[config.mk]
export PLATFORM = sky130hd
export DESIGN_NAME = rob_update_arbiter
export DESIGN_NICKNAME = d
export VERILOG_FILES = /design/src/rtl/rob_update_arbiter_pkg.sv /design/src/rtl/rob_update_arbiter_rr_pick.sv /design/src/rtl/rob_update_arbiter.sv
export SDC_FILE = /design/constraint.sdc
export NUM_CORES = 1
export LEC_CHECK = 0
export ABC_CLOCK_PERIOD_IN_PS = 3720
export BUFFER_PORTS_ARGS = -buffer_cell sky130_fd_sc_hd__buf_4
export CORE_AREA = 2 2 169 171
export CTS_BUF_LIST = sky130_fd_sc_hd__clkbuf_4
export DETAILED_ROUTE_END_ITERATION = 8
export DIE_AREA = 0 0 171 173
export PLACE_DENSITY = 0.59
export SLEW_MARGIN = 20
export SYNTH_ARGS = -nofsm -noshare
export SYNTH_HDL_FRONTEND = slang
export SYNTH_SLANG_ARGS = --single-unit
[constraint.sdc]
create_clock -name clk -period 3.72 [get_ports clk]
set_input_delay 0.372 -clock clk [delete_from_list [all_inputs] [get_ports clk]]
set_output_delay 0.372 -clock clk [all_outputs]
set_load 0.02 [all_outputs]
[src/rtl/rob_update_arbiter_pkg.sv]
// rob_update_arbiter_pkg: shared widths, update payload bundle, helpers.
// Supplies ROB_IDX / SCALAR / ROB_ARB_NREQ when sys_defs.vh has not.
`ifndef ROB_IDX
`define ROB_IDX 5
`endif
`ifndef SCALAR
`define SCALAR 1
`endif
`ifndef ROB_ARB_NREQ
`define ROB_ARB_NREQ 4
`endif

package rob_update_arbiter_pkg;

   localparam int ROB_IDX_W = `ROB_IDX;
   localparam int MAX_REQ   = 8;

   typedef struct packed {
      logic [ROB_IDX_W-1:0] rob_idx;
      logic [63:0]          ba;
      logic                 bt;
   } rob_upd_t;

   // index of the set bit in a one-hot vector (0 when empty)
   function automatic int oh_enc(logic [MAX_REQ-1:0] oh);
      int r;
      r = 0;
      for (int i = 0; i < MAX_REQ; i++) begin
         if (oh[i]) r = i;
      end
      return r;
   endfunction

endpackage

[src/rtl/rob_update_arbiter_rr_pick.sv]
// rr_pick: first set bit of mask scanning upward from start, wrapping.
// Ports: mask, start in; onehot, found out.
module rr_pick
   import rob_update_arbiter_pkg::*;
#(
   parameter int N  = 4,
   parameter int PW = 2
) (
   input  logic [N-1:0]  mask,
   input  logic [PW-1:0] start,
   output logic [N-1:0]  onehot,
   output logic          found
);

   // k is scan distance from start; j is the bit that sits k away
   always_comb begin
      onehot = '0;
      found  = 1'b0;
      for (int k = 0; k < N; k++) begin
         for (int j = 0; j < N; j++) begin
            if (!found && mask[j] &&
                j == (int'(start) + k) % N) begin
               onehot[j] = 1'b1;
               found     = 1'b1;
            end
         end
      end
   end

endmodule

[src/rtl/rob_update_arbiter.sv]
// rob_update_arbiter: grants up to two of NUM_REQ completion requesters
// per cycle onto the ROB dup1/dup2 update ports, rotating priority.
// Ports: req_* in, req_ready out, flush in, dup*/..._out* registered,
// grant_cnt out. Option: ROB_ARB_BR_PRIO_EN picks branches first.
module rob_update_arbiter
   import rob_update_arbiter_pkg::*;
#(
   parameter int NUM_REQ = `ROB_ARB_NREQ,
   parameter int PTR_W   = 2
) (
   input  logic                           clk,
   input  logic                           reset,
   input  logic [NUM_REQ-1:0]             req_valid,
   input  logic [NUM_REQ-1:0]             req_isbr,
   input  logic [NUM_REQ*`ROB_IDX-1:0]    req_rob_idx,
   input  logic [NUM_REQ*64-1:0]          req_ba_ex,
   input  logic [NUM_REQ-1:0]             req_bt_ex,
   output logic [NUM_REQ-1:0]             req_ready,
   input  logic                           flush,
   output logic                           dup1_req,
   output logic                           dup2_req,
   output logic [`ROB_IDX-1:0]            rob_idx_out1,
   output logic [`ROB_IDX-1:0]            rob_idx_out2,
   output logic [63:0]                    ba_ex_out1,
   output logic [63:0]                    ba_ex_out2,
   output logic                           bt_ex_out1,
   output logic                           bt_ex_out2,
   output logic [1:0]                     grant_cnt
);

   logic [PTR_W-1:0]   ptr;
   logic [PTR_W-1:0]   ptr_nxt;
   logic [NUM_REQ-1:0] oh_a;
   logic [NUM_REQ-1:0] oh_b;
   logic               found_a;
   logic               found_b;
   logic               gnt_a;
   logic               gnt_b;
   logic [PTR_W-1:0]   idx_a;
   logic [PTR_W-1:0]   idx_b;
   rob_upd_t           upd_a;
   rob_upd_t           upd_b;

`ifdef ROB_ARB_BR_PRIO_EN
   logic [NUM_REQ-1:0] br_m;
   logic [NUM_REQ-1:0] nb_m;
   logic [NUM_REQ-1:0] oh_br;
   logic [NUM_REQ-1:0] oh_nb;
   logic [NUM_REQ-1:0] oh_br2;
   logic [NUM_REQ-1:0] oh_nb2;
   logic               f_br;
   logic               f_nb;
   logic               f_br2;
   logic               f_nb2;

   assign br_m = req_valid & req_isbr;
   assign nb_m = req_valid & ~req_isbr;

   rr_pick #(.N(NUM_REQ), .PW(PTR_W)) u_pick_br (
      .mask(br_m), .start(ptr),
      .onehot(oh_br), .found(f_br)
   );
   rr_pick #(.N(NUM_REQ), .PW(PTR_W)) u_pick_nb (
      .mask(nb_m), .start(ptr),
      .onehot(oh_nb), .found(f_nb)
   );
   rr_pick #(.N(NUM_REQ), .PW(PTR_W)) u_pick_br2 (
      .mask(br_m & ~oh_br), .start(ptr),
      .onehot(oh_br2), .found(f_br2)
   );
   rr_pick #(.N(NUM_REQ), .PW(PTR_W)) u_pick_nb2 (
      .mask(nb_m & ~oh_nb), .start(ptr),
      .onehot(oh_nb2), .found(f_nb2)
   );

   // a branch always takes slot A; slot B falls back to the
   // first non-branch once the branches run out
   always_comb begin
      oh_a    = oh_nb;
      found_a = f_nb;
      oh_b    = oh_nb2;
      found_b = f_nb2;
      if (f_br) begin
         oh_a    = oh_br;
         found_a = 1'b1;
         oh_b    = f_br2 ? oh_br2 : oh_nb;
         found_b = f_br2 | f_nb;
      end
   end
`else
   logic unused_isbr;
   assign unused_isbr = ^req_isbr;

   rr_pick #(.N(NUM_REQ), .PW(PTR_W)) u_pick_a (
      .mask(req_valid), .start(ptr),
      .onehot(oh_a), .found(found_a)
   );
   rr_pick #(.N(NUM_REQ), .PW(PTR_W)) u_pick_b (
      .mask(req_valid & ~oh_a), .start(ptr),
      .onehot(oh_b), .found(found_b)
   );
`endif

   always_comb begin
      req_ready = '0;
      grant_cnt = 2'd0;
      gnt_a     = 1'b0;
      gnt_b     = 1'b0;
      if (!reset && !flush) begin
         gnt_a     = found_a;
         gnt_b     = found_b;
         req_ready = oh_a | oh_b;
         grant_cnt = {1'b0, found_a} + {1'b0, found_b};
      end
   end

   assign idx_a = PTR_W'(oh_enc(MAX_REQ'(oh_a)));
   assign idx_b = PTR_W'(oh_enc(MAX_REQ'(oh_b)));

   // one extra bit so last+1 == NUM_REQ is representable before wrap
   always_comb begin
      logic [PTR_W:0] inc;
      inc     = {1'b0, (gnt_b ? idx_b : idx_a)} + (PTR_W+1)'(1);
      if (inc >= (PTR_W+1)'(NUM_REQ)) begin
         inc = inc - (PTR_W+1)'(NUM_REQ);
      end
      ptr_nxt = ptr;
      if (gnt_a) ptr_nxt = inc[PTR_W-1:0];
   end

   always_comb begin
      upd_a = '0;
      upd_b = '0;
      for (int i = 0; i < NUM_REQ; i++) begin
         if (oh_a[i]) begin
            upd_a.rob_idx = req_rob_idx[i*ROB_IDX_W +: ROB_IDX_W];
            upd_a.ba      = req_ba_ex[i*64 +: 64];
            upd_a.bt      = req_bt_ex[i];
         end
         if (oh_b[i]) begin
            upd_b.rob_idx = req_rob_idx[i*ROB_IDX_W +: ROB_IDX_W];
            upd_b.ba      = req_ba_ex[i*64 +: 64];
            upd_b.bt      = req_bt_ex[i];
         end
      end
   end

   always_ff @(posedge clk) begin
      if (reset) begin
         ptr          <= '0;
         dup1_req     <= 1'b0;
         dup2_req     <= 1'b0;
         rob_idx_out1 <= '0;
         rob_idx_out2 <= '0;
         ba_ex_out1   <= '0;
         ba_ex_out2   <= '0;
         bt_ex_out1   <= 1'b0;
         bt_ex_out2   <= 1'b0;
      end else begin
         ptr      <= ptr_nxt;
         dup1_req <= gnt_a;
         dup2_req <= gnt_b;
         if (gnt_a) begin
            rob_idx_out1 <= upd_a.rob_idx;
            ba_ex_out1   <= upd_a.ba;
            bt_ex_out1   <= upd_a.bt;
         end
         if (gnt_b) begin
            rob_idx_out2 <= upd_b.rob_idx;
            ba_ex_out2   <= upd_b.ba;
            bt_ex_out2   <= upd_b.bt;
         end
      end
   end

endmodule

# [Word-level counts from Yosys, hierarchy flattened]
# Cells that the tools add are included.
[op_classes] reduce_logical=102 n_bitwise=6 add_sub_neg=6 n_eq_ne=12 magnitude_cmp=1 div_mod_pow=0 mul=0 mux=82 shift=0
[ops] op="70-bit two-way mux" count=8
[ops] op="32-bit zero test" count=4
[ops] op="1-bit two-way mux" count=66
[ops] op="1-bit logical AND" count=63
[ops] op="1-bit zero test" count=32
[ops] op="3-bit == test (first input constant)" count=6
[ops] op="2-bit two-way mux" count=7
[ops] op="2-bit by 3-bit == test with 1-bit output (first input constant)" count=3
[ops] op="2-bit OR reduction" count=3
[ops] op="2-bit adder (second input constant)" count=2
[ops] op="4-bit bitwise AND" count=1
[ops] op="2-bit == test (first input constant)" count=2
[ops] op="4-bit two-way mux" count=1
[ops] op="4-bit inverter" count=1
[ops] op="4-bit bitwise OR" count=1
[ops] op="2-bit by 1-bit adder with 3-bit output (second input constant)" count=1
[ops] op="1-bit bitwise AND (first input constant)" count=3
[ops] op="3-bit >= comparator (second input constant)" count=1
[ops] op="1-bit by 1-bit adder with 2-bit output" count=1
[ops] op="2-bit by 1-bit adder with 2-bit output (second input constant)" count=1
[ops] op="1-bit by 2-bit == test with 1-bit output (first input constant)" count=1
[ops] op="2-bit by 1-bit subtractor with 2-bit output (second input constant)" count=1
[word_totals] memories=0 latch_bits=0 rom_bits=0 out_inout_bits=148 mem_bits_rw=0 register_bits=144

# [Depth between registers and ports, before layout]
[logic_depth] ltp_word=132 depth_mapped=10 ltp_nobuf=7

# [By module]
# A second synthesis with hierarchy kept.
[unflattened] hier_cells=1259 hier_area_um2=9369.0
[modules_own_cells] module="rob_update_arbiter" cells_each=1223 seq_area_each_um2=2882.8 area_per_inst_um2=9158.8 instances=1
[modules_own_cells] module="rr_pick" cells_each=18 seq_area_each_um2=0.0 area_per_inst_um2=105.1 instances=2

# [Worst setup path before layout]
# OpenSTA, ideal clock, no wires.
[synth_path] path_type="input -> output" start="input port req_valid[0]" end="output port req_ready[2]" required_time_ns=3.348 stages=8 t_arrival_ns=1.952 setup_slack_ns=1.396 path_buffers=5 path_cell_list="buf_2 buf_2 o21a_1 a221o_1 clkbuf_1 buf_2 buf_2 a21oi_1"
[synth_between] elab_chain_len=113 elab_cells_between_ends=141
[synth_rtl] element="from (decl)" line_no="rob_update_arbiter.sv:13" text="input logic [NUM_REQ-1:0] req_valid,"
[synth_rtl] element="1-bit logical AND" line_no="rob_update_arbiter_rr_pick.sv:21" text="if (!found && mask[j] &&"
[synth_rtl] element="1-bit two-way mux" line_no="rob_update_arbiter_rr_pick.sv:21"
[synth_rtl] element="1-bit zero test" line_no="rob_update_arbiter_rr_pick.sv:21"
[synth_rtl] element="1-bit logical AND (2 in series)" line_no="rob_update_arbiter_rr_pick.sv:21"
[synth_rtl] element="1-bit two-way mux" line_no="rob_update_arbiter_rr_pick.sv:21"
[synth_rtl] element="1-bit zero test" line_no="rob_update_arbiter_rr_pick.sv:21"
[synth_rtl] element="1-bit logical AND (2 in series)" line_no="rob_update_arbiter_rr_pick.sv:21"
[synth_rtl] element="1-bit two-way mux" line_no="rob_update_arbiter_rr_pick.sv:21"
[synth_rtl] element="(+93 left out)"
[synth_rtl] element="1-bit zero test" line_no="rob_update_arbiter_rr_pick.sv:21"
[synth_rtl] element="1-bit logical AND (2 in series)" line_no="rob_update_arbiter_rr_pick.sv:21"
[synth_rtl] element="1-bit two-way mux" line_no="rob_update_arbiter_rr_pick.sv:21"
[synth_rtl] element="1-bit zero test" line_no="rob_update_arbiter_rr_pick.sv:21"
[synth_rtl] element="1-bit logical AND (2 in series)" line_no="rob_update_arbiter_rr_pick.sv:21"
[synth_rtl] element="1-bit two-way mux" line_no="rob_update_arbiter_rr_pick.sv:21"
[synth_rtl] element="4-bit bitwise OR *" line_no="rob_update_arbiter.sv:112" text="req_ready = oh_a | oh_b;"
[synth_rtl] element="4-bit two-way mux *" line_no="rob_update_arbiter.sv:109" text="if (!reset && !flush) begin"
[synth_rtl] element="to (decl)" line_no="rob_update_arbiter.sv:18" text="output logic [NUM_REQ-1:0] req_ready,"
# Mark *: on every way between the ends. The rest lies on a longest branch, timed or not.

# [Worst setup path in the final report]
[layout_path] start="register ptr[1]" end="output port req_ready[2]"
[layout_between] elab_chain_len=114 elab_cells_between_ends=166
[layout_rtl] element="from (decl)" line_no="rob_update_arbiter.sv:31" text="logic [PTR_W-1:0] ptr;"
[layout_rtl] element="from (signal assigned)" line_no="rob_update_arbiter.sv:160" text="ptr <= ptr_nxt;"
[layout_rtl] element="32-bit zero test" line_no="rob_update_arbiter_rr_pick.sv:22" text="j == (int'(start) + k) % N) begin"
[layout_rtl] element="1-bit logical AND" line_no="rob_update_arbiter_rr_pick.sv:21"
[layout_rtl] element="1-bit two-way mux" line_no="rob_update_arbiter_rr_pick.sv:21"
[layout_rtl] element="1-bit zero test" line_no="rob_update_arbiter_rr_pick.sv:21"
[layout_rtl] element="1-bit logical AND (2 in series)" line_no="rob_update_arbiter_rr_pick.sv:21"
[layout_rtl] element="1-bit two-way mux" line_no="rob_update_arbiter_rr_pick.sv:21"
[layout_rtl] element="1-bit zero test" line_no="rob_update_arbiter_rr_pick.sv:21"
[layout_rtl] element="1-bit logical AND (2 in series)" line_no="rob_update_arbiter_rr_pick.sv:21"
[layout_rtl] element="(+94 left out)"
[layout_rtl] element="1-bit zero test" line_no="rob_update_arbiter_rr_pick.sv:21"
[layout_rtl] element="1-bit logical AND (2 in series)" line_no="rob_update_arbiter_rr_pick.sv:21"
[layout_rtl] element="1-bit two-way mux" line_no="rob_update_arbiter_rr_pick.sv:21"
[layout_rtl] element="1-bit zero test" line_no="rob_update_arbiter_rr_pick.sv:21"
[layout_rtl] element="1-bit logical AND (2 in series)" line_no="rob_update_arbiter_rr_pick.sv:21"
[layout_rtl] element="1-bit two-way mux" line_no="rob_update_arbiter_rr_pick.sv:21"
[layout_rtl] element="4-bit bitwise OR *" line_no="rob_update_arbiter.sv:112"
[layout_rtl] element="4-bit two-way mux *" line_no="rob_update_arbiter.sv:109"
# Marks and branches as above.

==> summary.md <==
| Metric | Value |
|---|---|
| Post-synthesis compound-gate area fraction | `42.9%` |
| Area grow syn2layout | `51.7%` |
| Pint | `roughly 3.0 mW` |
| Post_cts resized | `0` |
| Critical Path AT | `2.67 ns` |
| Antenna Nets Post-Route | `0` |
| Post-CTS Setup Inserts | `0` |
| Max-Cap Viols | `0` |
| Core Util, Final | `46.7%` |
| Port-buffer cells | `434` |
| Ys async rst share | `0%` |
| Clock skew | `0.0206 ns` |
| Clk buf depth | `2` |
| Number of synthesized flops with an enable pin | `0` |
| Congestion Overflow GR | `0` |
| Vias | `about 11000` |
| #FFs+latches synth | `between 100 and 150` |
| Skew-Pair Late Insertion Delay | `0.57 ns` |
| XOR/XNOR Fraction of Synth Area | `less than 1%` |
| Reg2Reg Setup Slack | `1.18 ns` |
| Routability cong. | `about 0.88` |
| Largest family of logic cells by synthesized area | `compound AO/OA/AOI/OAI gates` |
| YS warnings | `0` |
| Clock network power share | `20.6%` |
| Comb power frac | `42.8%` |
| Final HPWL DP | `27.5 mm` |
| Reg2Reg Capture Point | `ptr[1]$_SDFFE_PP0P_` |
| Sequential cell area fraction in the yosys report | `33.9%` |
| Net Sw Power | `2.06 mW` |
| Setup violations, final | `0` |
| Chip width | `171 microns` |
| Final setup TNS | `0 ns` |
| Status | `completed` |
| Tightest Hold Check Type | `in2reg` |
| Hold Fails Final Rpt | `0` |
| Peak VDD IR | `0.170 mV` |
| DR iter-0 viols | `799` |
| # IOs | `about 440` |
| CTS sink cnt | `144` |
| Initial Util | `30.8%` |
| Vias in the first global route | `11316` |
| Worst Path Required | `3.35 ns` |
| NumNets Final | `around 1800` |
| Worst Setup SP | `ptr[1]$_SDFFE_PP0P_` |
| Fin. max-slew vios | `0` |
| Core area | `around 0.028 sq mm` |
| Startpoint types | `register` |
| WL per Instance | `roughly 23 microns` |
| TritonCTS Buffers | `17` |
| Vias/cell | `between 5 and 6` |
| H-tree depth | `4` |
| Multiplexer area fraction after synthesis | `0.235%` |
| Mapped Area | `0.00850 sq mm` |
| CP endpoint | `req_ready[2]` |
| Commonest non-fill, non-tap cell in the layout | `buf_4` |
| Fmax achieved | `329 MHz` |
| Synth Area in Adders | `0.280%` |
| Synthesized Nets | `between 1000 and 1500` |
| DRT Pass-1 Iters | `5` |
| FF-to-FF path depth | `7` |
| Tcrit/Tclk final | `81.7%` |
| Reg power frac | `36.6%` |
| Antenna violations before repair | `3` |
| Post-synthesis simple-gate area fraction | `15.3%` |
| Crit path max fanout | `17` |
| DRC | `0` |
| WL final | `43.9 mm` |
| Synth cell types | `48` |
| Worst Setup End Kind | `output port` |
| GRT Util Overall | `28.0%` |
| Largest net degree at the start of global routing | `59` |
| Root buf cell | `clkbuf_4` |
| Most used DFF post-synth | `dfxtp_1` |
| Crit path time final | `3.04 ns` |
| CTS clk-pin slew, worst paths | `approximately 0.14 ns` |
| PD cells | `a little under 400 mW/mm^2` |
| Fraction of layout cells with a size suffix above 1 | `33.1%` |
| Chip height | `around 170 microns` |
| CTS tree | `built` |
| FF-to-FF Start | `ptr[1]$_SDFFE_PP0P_` |
| Synth Area per Inst | `7.57 sq um` |
| Commonest cells after routing, fill and taps aside | `458 x buf_4, 212 x a21oi_1, 144 x dfxtp_1` |
| Core Rows | `61` |
| Switching Fraction | `about two fifths` |
| Max-slew headroom | `49.0%` |
| Worst-margin pin slew | `0.765 ns` |
| Mapped Cells | `1123` |
| Critical path class | `reg2out` |
| Leakage | `a little under 6 nW` |
| RSZ-0062 raised after global routing | `false` |
| Die ar. | `0.0296 sq mm` |
| First-pass GRT wire length | `64.5 mm` |
[power groups by stage]
| stage | logic (mW) | registers (mW) | clock network, mW |
|---|---|---|---|
| after floorplan | 0.930 | 2.09 | 0 |
| after global placement | 2.08 | 1.88 | 0 |
| after detailed placement | 2.09 | 1.88 | 0 |
| after CTS | 2.15 | 1.85 | 1.08 |
| after global routing | 2.32 | 1.87 | 1.13 |
| final | 2.16 | 1.85 | 1.04 |
[synthesized netlist by cell type (all sizes together) (4+ instances only)]
master / number / share of area [%]
a221oi: 70 / 7.2
inv: 7 / 0.31
nor2b: 4 / 0.29
clkbuf: 92 / 4.1
nor2: 9 / 0.40
buf: 43 / 2.6
a21oi: 212 / 12
and3b: 69 / 7.1
dfxtp: 144 / 34
nand2b: 5 / 0.37
nand2: 142 / 6.3
o21ai: 144 / 8.5
a32oi: 72 / 7.4
o22ai: 70 / 5.2
[routing by layer]
metal / GRT usage [%] / share of wire (%)
met5: 0 / 0
met4: 13.0 / 3.6
met3: 7.67 / 9.5
met2: 46.9 / 47
met1: 33.1 / 40
[registers in the layout, summed over array words and instances, names as in the netlist]
signal        cells
ba_ex_out1       64
ba_ex_out2       64
rob_idx_out1      5
rob_idx_out2      5
ptr               2
bt_ex_out1        1
bt_ex_out2        1
dup1_req          1
dup2_req          1
[layout make-up]
cell class,count,area (sq um)
fillers,2919,14700
multi-input cells,836,5120
repair buffers,522,4120
flip-flops and latches,144,2880
well taps,378,473
clock buffers,18,135
clock inverters,14,130
inverters,8,32.5
diodes,3,7.51
[worst min path at each step]
stage / from / to / slack, ns / cells after the start
finish: req_ba_ex[248] / ba_ex_out2[56]$_SDFFE_PP0N_ / 0.05 / 3
global route: req_ba_ex[227] / ba_ex_out2[35]$_SDFFE_PP0N_ / 0.004 / 3
CTS: req_ba_ex[228] / ba_ex_out2[36]$_SDFFE_PP0N_ / 0.00009 / 3
detailed placement: rob_idx_out1[1]$_SDFFE_PP0P_ / rob_idx_out1[1]$_SDFFE_PP0P_ / 0.46 / 2
global placement: rob_idx_out1[1]$_SDFFE_PP0P_ / rob_idx_out1[1]$_SDFFE_PP0P_ / 0.45 / 2
floorplan: reset / ptr[0]$_SDFFE_PP0P_ / 0.48 / 1
[stage by stage]
step / hold WS [ns] / power (mW) / instances / area [sq um] / setup WS (ns)
CTS: 0.0000925 / 5.07 / 1920 / 12900 / 0.588
finish: 0.0535 / 5.06 / 1923 / 12900 / 0.681
detailed placement: 0.460 / 3.98 / 1828 / 12000 / 1.11
floorplan: 0.475 / 3.02 / 1123 / 8500 / 1.40
global route: 0.00380 / 5.33 / 1923 / 12900 / 0.459
global placement: 0.453 / 3.96 / 1828 / 12000 / 1.13
[worst max-delay path: stages, from the launching register on]
cell     delay, ns
dfxtp_1       0.66
o21a_1        0.26
o22ai_1       0.16
a32oi_4       0.68
a21oi_1       0.15
buf_4         0.20
[kinds of logic after synthesis]
family                     count (synthesis)
AOI/OAI and AO/OA                        588
and+or+nand+nor                          241
adders and majority gates                  2
buffers and inverters                    143
muxes                                      2
xor gates and xnor gates                   3
DFF                                      144
[timing repair]
item	in CTS	in global routing
endpoints found under the hold margin	60	0
endpoints found under the setup margin	0	0
hold buffers	60	0
No activity file was read; power rests on OpenSTA's default activity.
